$ cat src/rtl/rr_arbiter_8_pkg.sv
// arb_pkg: shared sizes and state encoding for the round-robin arbiter
package arb_pkg;
    localparam int NUM_CH = 8;
    localparam int IDX_W = 3;
    localparam logic [0:0] IDLE = 1'b0;
    localparam logic [0:0] GRANT = 1'b1;
endpackage

$ cat src/rtl/rr_arbiter_8_if.sv
// rr_arbiter_8_if: request/grant bus between the clients and the arbiter
interface rr_arbiter_8_if;
    import arb_pkg::*;
    logic [NUM_CH-1:0] req;
    logic done;
    logic [NUM_CH-1:0] grant;
    logic [IDX_W-1:0] grant_idx;
    logic grant_valid;
    logic timeout;
    modport master (output req, done, input grant, grant_idx, grant_valid, timeout);
    modport slave (input req, done, output grant, grant_idx, grant_valid, timeout);
endinterface

$ cat src/rtl/rr_arbiter_8_idx_to_onehot.sv
// idx_to_onehot: binary index to one-hot select
module idx_to_onehot import arb_pkg::*; (
    input  logic [IDX_W-1:0]  idx,
    output logic [NUM_CH-1:0] onehot
);
    assign onehot = NUM_CH'(1) << idx;
endmodule

$ cat src/rtl/rr_arbiter_8.sv
// rr_arbiter_8: eight-way round-robin arbiter with done/drop/timeout release
module rr_arbiter_8 import arb_pkg::*; #(
    parameter int MAX_HOLD = 16,
    parameter int HOLD_W = 8
) (
    input logic           clk,
    input logic           rst,
    rr_arbiter_8_if.slave bus
);
    logic [0:0] state_q, state_d;
    logic [IDX_W-1:0] ptr_q, ptr_d, idx_q, idx_d, win;
    logic [HOLD_W-1:0] cnt_q, cnt_d;
    logic [NUM_CH-1:0] grant_q, grant_d, win_oh;
    logic timeout_q, timeout_d, any_req, expire, rel, busy;
    idx_to_onehot u_oh (.idx(win), .onehot(win_oh));
    // walk from the farthest slot back to ptr so the nearest requester wins
    always_comb begin
        win = ptr_q;
        for (int k = NUM_CH - 1; k >= 0; k--)
            win = bus.req[ptr_q + IDX_W'(k)] ? ptr_q + IDX_W'(k) : win;
        busy = state_q == GRANT;
        any_req = |bus.req;
        expire = cnt_q == HOLD_W'(MAX_HOLD - 1);
        rel = bus.done || !bus.req[idx_q] || expire;
        state_d = busy ? (rel ? IDLE : GRANT) : (any_req ? GRANT : IDLE);
        idx_d = (!busy && any_req) ? win : idx_q;
        grant_d = (state_d == IDLE) ? '0 : (busy ? grant_q : win_oh);
        cnt_d = busy ? cnt_q + HOLD_W'(1) : '0;
        ptr_d = (busy && rel) ? idx_q + IDX_W'(1) : ptr_q;
        timeout_d = busy && expire && !bus.done && bus.req[idx_q];
    end
    always_ff @(posedge clk) begin
        if (rst) begin
            state_q <= IDLE;
            ptr_q <= '0;
            idx_q <= '0;
            cnt_q <= '0;
            grant_q <= '0;
            timeout_q <= 1'b0;
        end else begin
            state_q <= state_d;
            ptr_q <= ptr_d;
            idx_q <= idx_d;
            cnt_q <= cnt_d;
            grant_q <= grant_d;
            timeout_q <= timeout_d;
        end
    end
    assign bus.grant = grant_q;
    assign bus.grant_idx = idx_q;
    assign bus.grant_valid = busy;
    assign bus.timeout = timeout_q;
endmodule

$ cat src/flat_wrapper.sv
// flat-port wrapper written by rule: the top's interface ports become plain ports
module rr_arbiter_8_flat import arb_pkg::*;
#(
    parameter int MAX_HOLD = 16,
    parameter int HOLD_W = 8
)
  (clk, rst, bus_req, bus_done, bus_grant, bus_grant_idx, bus_grant_valid, bus_timeout);
  rr_arbiter_8_if bus_i ();
  input logic clk;
  input logic rst;
  input wire logic [$bits(bus_i.req)-1:0] bus_req;
  input wire logic [$bits(bus_i.done)-1:0] bus_done;
  output wire logic [$bits(bus_i.grant)-1:0] bus_grant;
  output wire logic [$bits(bus_i.grant_idx)-1:0] bus_grant_idx;
  output wire logic [$bits(bus_i.grant_valid)-1:0] bus_grant_valid;
  output wire logic [$bits(bus_i.timeout)-1:0] bus_timeout;
  assign bus_i.req = bus_req;
  assign bus_i.done = bus_done;
  assign bus_grant = bus_i.grant;
  assign bus_grant_idx = bus_i.grant_idx;
  assign bus_grant_valid = bus_i.grant_valid;
  assign bus_timeout = bus_i.timeout;
  rr_arbiter_8 #(.MAX_HOLD(MAX_HOLD), .HOLD_W(HOLD_W)) u_core (.clk(clk), .rst(rst), .bus(bus_i));
endmodule
$ cat config.mk
export PLATFORM = sky130hd
export DESIGN_NAME = rr_arbiter_8_flat
export DESIGN_NICKNAME = d
export VERILOG_FILES = /design/src/rtl/rr_arbiter_8_pkg.sv /design/src/rtl/rr_arbiter_8_if.sv /design/src/rtl/rr_arbiter_8_idx_to_onehot.sv /design/src/rtl/rr_arbiter_8.sv /design/src/flat_wrapper.sv
export SDC_FILE = /design/constraint.sdc
export NUM_CORES = 1
export LEC_CHECK = 0
export CORE_ASPECT_RATIO = 1.1
export CORE_MARGIN = 2
export CORE_UTILIZATION = 53
export CTS_CLUSTER_DIAMETER = 40
export DETAILED_ROUTE_END_ITERATION = 8
export GPL_TIMING_DRIVEN = 0
export HOLD_SLACK_MARGIN = 0.06
export PLACE_DENSITY_LB_ADDON = 0.15
export SYNTH_ARGS = -nofsm -noshare
export SYNTH_HDL_FRONTEND = slang
export SYNTH_HIERARCHICAL = 1
export SYNTH_SLANG_ARGS = --single-unit
$ cat constraint.sdc
create_clock -name clk -period 4.4 [get_ports clk]
set_input_delay 1.32 -clock clk [delete_from_list [all_inputs] [get_ports clk]]
set_output_delay 1.32 -clock clk [all_outputs]
set_load 0.005 [all_outputs]
==> results of run 1 <==
## layer usage
| layer | share of wire (%) | routed length (µm) | up-vias |
|---|---|---|---|
| li1 | - | - | 825 |
| met5 | 0 | 0 | - |
| met4 | 1.3 | 57 | 0 |
| met3 | 4.2 | 187 | 6 |
| met1 | 45 | 2000 | 778 |
| met2 | 50 | 2230 | 35 |
## path summary, 6_finish.rpt
kind,startpoint,to,slack [ns],cells past startpoint
hold reg to reg,u_core/cnt_q[0],u_core/cnt_q[0],0.45,1
setup / recovery,bus_req[6],u_core/bus.grant[1],0.33,10
setup reg to reg,u_core/ptr_q[1],u_core/bus.grant[1],0.82,14
hold / removal,u_core/cnt_q[0],u_core/cnt_q[0],0.45,1
## sequential cells by signal, indices dropped and copies added, names as in the netlist
register,count
u_core/bus.grant_valid,1
u_core/cnt_q,8
u_core/ptr_q,3
u_core/bus.timeout,1
u_core/bus.grant_idx,3
u_core/bus.grant,8
## critical path, delay by kind of cell
family,cells,cell delay (ns)
compound gates,1,0.05
mux,3,1.05
simple gates,4,0.67
xor+xnor,1,0.58
buf+inv,1,0.59
## power breakdown
part           internal [mW]  leakage (nW)  switching, mW
registers              0.241         0.195         0.0243
clock network         0.0797        0.0288         0.0655
logic                  0.273         0.627          0.296
total                  0.594         0.851          0.386
## cells by family after synthesis
family / share of synthesized area [%]
multiplexers: 28.2
AO/OA/AOI/OAI: 15.1
flip-flops: 24.3
AND/OR/NAND/NOR: 18.7
adder cells (fa/ha/maj): 2.53
XOR/XNOR: 4.81
buffers and inverters: 6.33
## cell usage after synthesis (3+ instances only)
cell type  number
mux2i_1        23
a211oi_1        3
nor2_1         28
dfxtp_1        24
nand3_1         7
nand2b_1        3
clkbuf_1        4
nand2_1         8
inv_1          10
nor3b_1         4
xnor2_1         5
ha_1            4
mux4_2         12
xor2_1          4
and3b_2         3
a21oi_1         8
buf_2           3
and3_1          3
nor4_1          3
buf_4           3
o21ai_0         3
o21ai_1         5
## layout make-up
class	count	share of cell area (%)
repair buffers	19	8.33
multi-input cells	163	60.0
well taps	50	2.74
plain buffers	14	3.67
inverters	11	1.81
clock buffers	4	2.41
flip-flops and latches	24	21.0
## stage by stage
stage	power (mW)	cell area, µm²
after detailed placement	0.832	2230
after global routing	1.06	2280
final	0.980	2280
after CTS	0.982	2280
after floorplan	0.704	1980
after global placement	0.828	2230
==> key figures, run 1 <==
Status
  – Status: completed

Die
  – Initial Util: 54.9%
  – Die width: ~62 µm
  – # rows: 23
  – I/O pin total: 24
  – CORE AREA: 3600 µm²
  – Die area: approximately 4200 µm²
  – DIE HEIGHT: about 68 µm

Layout
  – Area Growth Syn to Fin: 15.6%
  – Commonest non-fill, non-tap cell in the layout: nor2_1
  – FILL cells: 325
  – FF+latch area: slightly below 500 µm²
  – Post-Layout Cell Count: 285
  – Final core occ: a little under two thirds
  – Final #Nets: 251
  – Ant diodes: 0
  – Commonest non-fill, non-tap cells in the layout: nor2_1, dfxtp_1, mux2i_1
  – Share of cells above drive strength 1: around 17%
  – Multi-input logic area: 1370 µm²

Clock tree
  – Clk buf depth: 2
  – CTS resizes: 0
  – Post-CTS Setup Bufs: 0
  – Clock Pin Slew Worst Setup and Hold Paths: 0.08 ns
  – # hold bufs at CTS: 0
  – CTS Sinks: 24
  – Worst-Skew Late Latency: between 0.2 and 0.3 ns
  – CTS Root Cell: clkbuf_8
  – CTS tree: done
  – TritonCTS buffer count: 3
  – H-tree depth: 1

Setup path
  – Crit. End Element: flop
  – Worst setup path category: in -> reg
  – Max stage delay on crit path: roughly 0.59 ns
  – Crit-path max FO: 9
  – Crit-path cells: clkdlybuf4s50_1, mux4_2, mux2i_1, nand2_1, nand2_1, a31oi_1, xnor2_1, nor3b_1, mux2i_1, nor2_1
  – Req. time, crit path: 4.59 ns
  – CP Data Arrival Time: 4.26 ns
  – Critical-path top delay cell: clkdlybuf4s50_1
  – Crit start category: input port

Logic synthesis
  – Avg Inst Size Synth: approximately 9.3 µm²
  – Synth Warn #: 6
  – Synth cell types: 55
  – Synth top area cells: dfxtp_1, mux4_2, mux2i_1
  – Synth Instances: 212
  – Synth Register Bits: 24
  – Synth area leader: dfxtp_1
  – Top-area cell type share of the netlist area: 24.3%
  – Syn_nets: between 200 and 250
  – Top_reg_cell synth: dfxtp_1
  – Cell Area, Synth: a little under 2000 µm²
  – Sequential-to-total area share from yosys stat: between 20% and 30%
  – Post-synth EDFFs: 0
  – Synth async-reset ratio: 0%

Timing
  – Rel. slew slack: between 50% and 60%
  – Fmax: about 0.25 GHz
  – Fin Clk Skew: around 0.0059 ns
  – Setup_tns: 0 ns
  – Fin crit period: ~4.1 ns
  – Least-Margin Pin Slew: just under 0.7 ns
  – Final setup viols: 0
  – Hold Slack: roughly 0.45 ns
  – Final hold vios: 0
  – Max Slew Vio Count: 0
  – Unrepaired setup endpoints after global routing: false
  – PnR worst setup slack: 0.332 ns
  – Fin crit share: 92.5%

Drt
  – DR iter-0 viols: 133
  – DRT antenna net count: 0
  – Via density: roughly 5.8
  – Drc violations: 0
  – DR vias: ~1600
  – Drt wl/cell: 15.7 µm
  – Detailed Route WL: approximately 4500 µm
  – Pre-Repair DR Iteration Count: 4

Global route
  – Total gr overflow: 0
  – Met1 Use GR: a little over a quarter
  – First-pass GRT wire length: 7530 µm
  – GR peak layer: met2
  – GR Layer Usage met3: 2.96%
  – Initial antenna violation count: 0
  – Largest net degree at the start of global routing: 14
  – All-layer global routing usage: between 20% and 30%
  – Vias in the first global route: 1593
  – Met2 Use GR: between 40% and 50%

Placed design
  – Pre-CTS setup slack: 0.102 ns
  – PortBufs: 19
  – Routability-driven placement congestion ratio: roughly 0.85
  – Hpwl dp: 3300 µm
  – Post-Place Cells: about 280

Worst hold path
  – HP Class: reg -> reg

Run
  – Max-Cap Viols: 0

Power and ir drop
  – Maximum vdd drop: ~0.27 mV
  – Cell Pwr Density: around 430 nW/µm²
  – LEAKAGE: between 0.8 and 0.9 nW
Note: power is estimated with default switching activity, not from simulation.
==> run 2: changes to the inputs <==
RECOVER_POWER = 50   (was default)
==> run 2 against run 1 <==
Die area stayed put. Utilization stayed put. Fmax hardly changed. Power is 0.48% lower. Worst hold slack stayed put. Design area stayed put. Combinational power is 0.7% lower. Register-to-register slack hardly changed. Largest power group unchanged.
==> key figures, run 2 (same netlist as run 1, synthesis figures left out) <==
Status
  – Status: completed (unchanged)

Setup path
  – Crit. End Element: flop (unchanged)
  – Crit-path max FO: 9 (unchanged)
  – Max stage delay on crit path: 0.59 ns (about the same)
  – Crit start category: input port (unchanged)
  – Worst setup path category: in -> reg (unchanged)
  – CP top delay family: multiplexers (unchanged)
  – Crit-path cells: clkdlybuf4s50_1, mux4_2, mux2i_1, nand2_1, nand2_1, a31oi_1, xnor2_1, nor3b_1, mux2i_1, nor2_1 (unchanged)
  – Worst Path Buf+Inv: 1 (unchanged)
  – CP Data Arrival Time: 4.26 ns (about the same)
  – Critical-path top delay cell: clkdlybuf4s50_1 (unchanged)
  – Req. time, crit path: 4.59 ns (about the same)

Layout
  – Ant diodes: 0 (unchanged)
  – Post-Layout Cell Count: 285 (unchanged)
  – Final #Nets: 251 (unchanged)
  – Area Growth Syn to Fin: 15.6% (unchanged)
  – Commonest non-fill, non-tap cell in the layout: nor2_1 (unchanged)
  – Commonest non-fill, non-tap cells in the layout: nor2_1, dfxtp_1, mux2i_1 (unchanged)
  – Share of cells above drive strength 1: 16.6% (unchanged)
  – FILL cells: 325 (unchanged)

Run
  – Max-Cap Viols: 0 (unchanged)

Placed design
  – Routability-driven placement congestion ratio: 0.846 (unchanged)
  – Post-Place Cells: 281 (unchanged)
  – PortBufs: 19 (unchanged)
  – Pre-CTS setup slack: 0.102 ns (unchanged)
  – Hpwl dp: 3300 µm (unchanged)

Drt
  – Pre-Repair DR Iteration Count: 4 (unchanged)
  – DRT antenna net count: 0 (unchanged)
  – Drc violations: 0 (unchanged)
  – DR iter-0 viols: 133 (unchanged)
  – Drt wl/cell: 15.7 µm (about the same)
  – Detailed Route WL: 4470 µm (was 4480 µm)
  – DR vias: 1647 (was 1644)
  – Via density: 5.78 (was 5.77)

Power and ir drop
  – Maximum vdd drop: 0.265 mV (was 0.269 mV)
  – LEAKAGE: 0.883 nW (was 0.851 nW)
  – Cell Pwr Density: 427 nW/µm² (was 429 nW/µm²)

Global route
  – Total gr overflow: 0 (unchanged)
  – All-layer global routing usage: 22.3% (unchanged)
  – Vias in the first global route: 1593 (unchanged)
  – First-pass GRT wire length: 7530 µm (unchanged)
  – Initial antenna violation count: 0 (unchanged)
  – Largest net degree at the start of global routing: 14 (unchanged)

Worst hold path
  – HP Class: reg -> reg (unchanged)

Die
  – Die area: 4230 µm² (unchanged)
  – I/O pin total: 24 (unchanged)
  – Die width: 62.2 µm (unchanged)
  – # rows: 23 (unchanged)
  – DIE HEIGHT: 68.0 µm (unchanged)
  – Initial Util: 54.9% (unchanged)
  – CORE AREA: 3600 µm² (unchanged)

Timing
  – Setup_tns: 0 ns (unchanged)
  – Max Slew Vio Count: 0 (unchanged)
  – Fin crit period: 4.07 ns (about the same)
  – Fin crit share: 92.5% (about the same)
  – Unrepaired setup endpoints after global routing: false (unchanged)
  – Rel. slew slack: 54.0% (about the same)
  – PnR worst setup slack: 0.332 ns (about the same)
  – Least-Margin Pin Slew: 0.685 ns (about the same)
  – Final setup viols: 0 (unchanged)
  – Fmax: 0.246 GHz (about the same)
  – Final hold vios: 0 (unchanged)
  – Fin Clk Skew: 0.00609 ns (was 0.00585 ns)

Clock tree
  – Clock Pin Slew Worst Setup and Hold Paths: 0.08 ns (about the same)
  – Clk buf depth: 2 (unchanged)
  – TritonCTS buffer count: 3 (unchanged)
  – CTS Sinks: 24 (unchanged)
  – CTS tree: done (unchanged)
  – Post-CTS Setup Bufs: 0 (unchanged)
  – # hold bufs at CTS: 0 (unchanged)
  – CTS Root Cell: clkbuf_8 (unchanged)
  – CTS resizes: 0 (unchanged)
  – Worst-Skew Late Latency: 0.26 ns (about the same)
  – H-tree depth: 1 (unchanged)
[run 2: cell count changes in the layout (fill, tap and decap cells not counted), sizes merged]
cell	previous run	this run
dlygate4sd3	0	10
clkdlybuf4s50	19	9
[run 2: final timing paths]
| path | end | depth (start not counted) | slack (ns) | start |
|---|---|---|---|---|
| max reg2reg | u_core/bus.grant[1] | 14 | 0.82 | u_core/ptr_q[1] |
| min reg2reg | u_core/cnt_q[0] | 1 | 0.45 | u_core/cnt_q[0] |
| min | u_core/cnt_q[0] | 1 | 0.45 | u_core/cnt_q[0] |
| max | u_core/bus.grant[1] | 10 | 0.33 | bus_req[6] |
[run 2: power by group]
group	switching, mW	leakage [nW]	total [mW]	internal, mW
clock	0.0654	0.0288	0.145	0.0797
combinational	0.296	0.659	0.565	0.269
sequential	0.0237	0.195	0.265	0.241
total	0.385	0.883	0.975	0.590
[run 2: per-layer routing]
layer,vias to the layer above,global-route usage (%),part of all wire (%)
met3,6,2.96,4.2
li1,825,-,-
met4,0,7.22,1.3
met5,-,0,0
met2,35,41.6,50
met1,781,27.1,45
[run 2: metrics by stage]
step	util (%)	area [µm²]	power, mW	hold slack, ns
after global placement	61.9	2230	0.828	0.428
after global routing	63.5	2280	1.05	0.466
after detailed placement	61.9	2230	0.832	0.437
after CTS	63.5	2280	0.982	0.450
final	63.5	2280	0.975	0.449
after floorplan	-	1980	0.704	0.413
[run 2: layout make-up]
cell class	count	area (µm²)	area share [%]
clock buffer	4	55.1	2.41
sequential	24	480	21.0
buffer	14	83.8	3.67
timing repair buffer	19	190	8.33
tap	50	62.6	2.74
inverter	11	41.3	1.81
multi-input combinational	163	1370	60.0
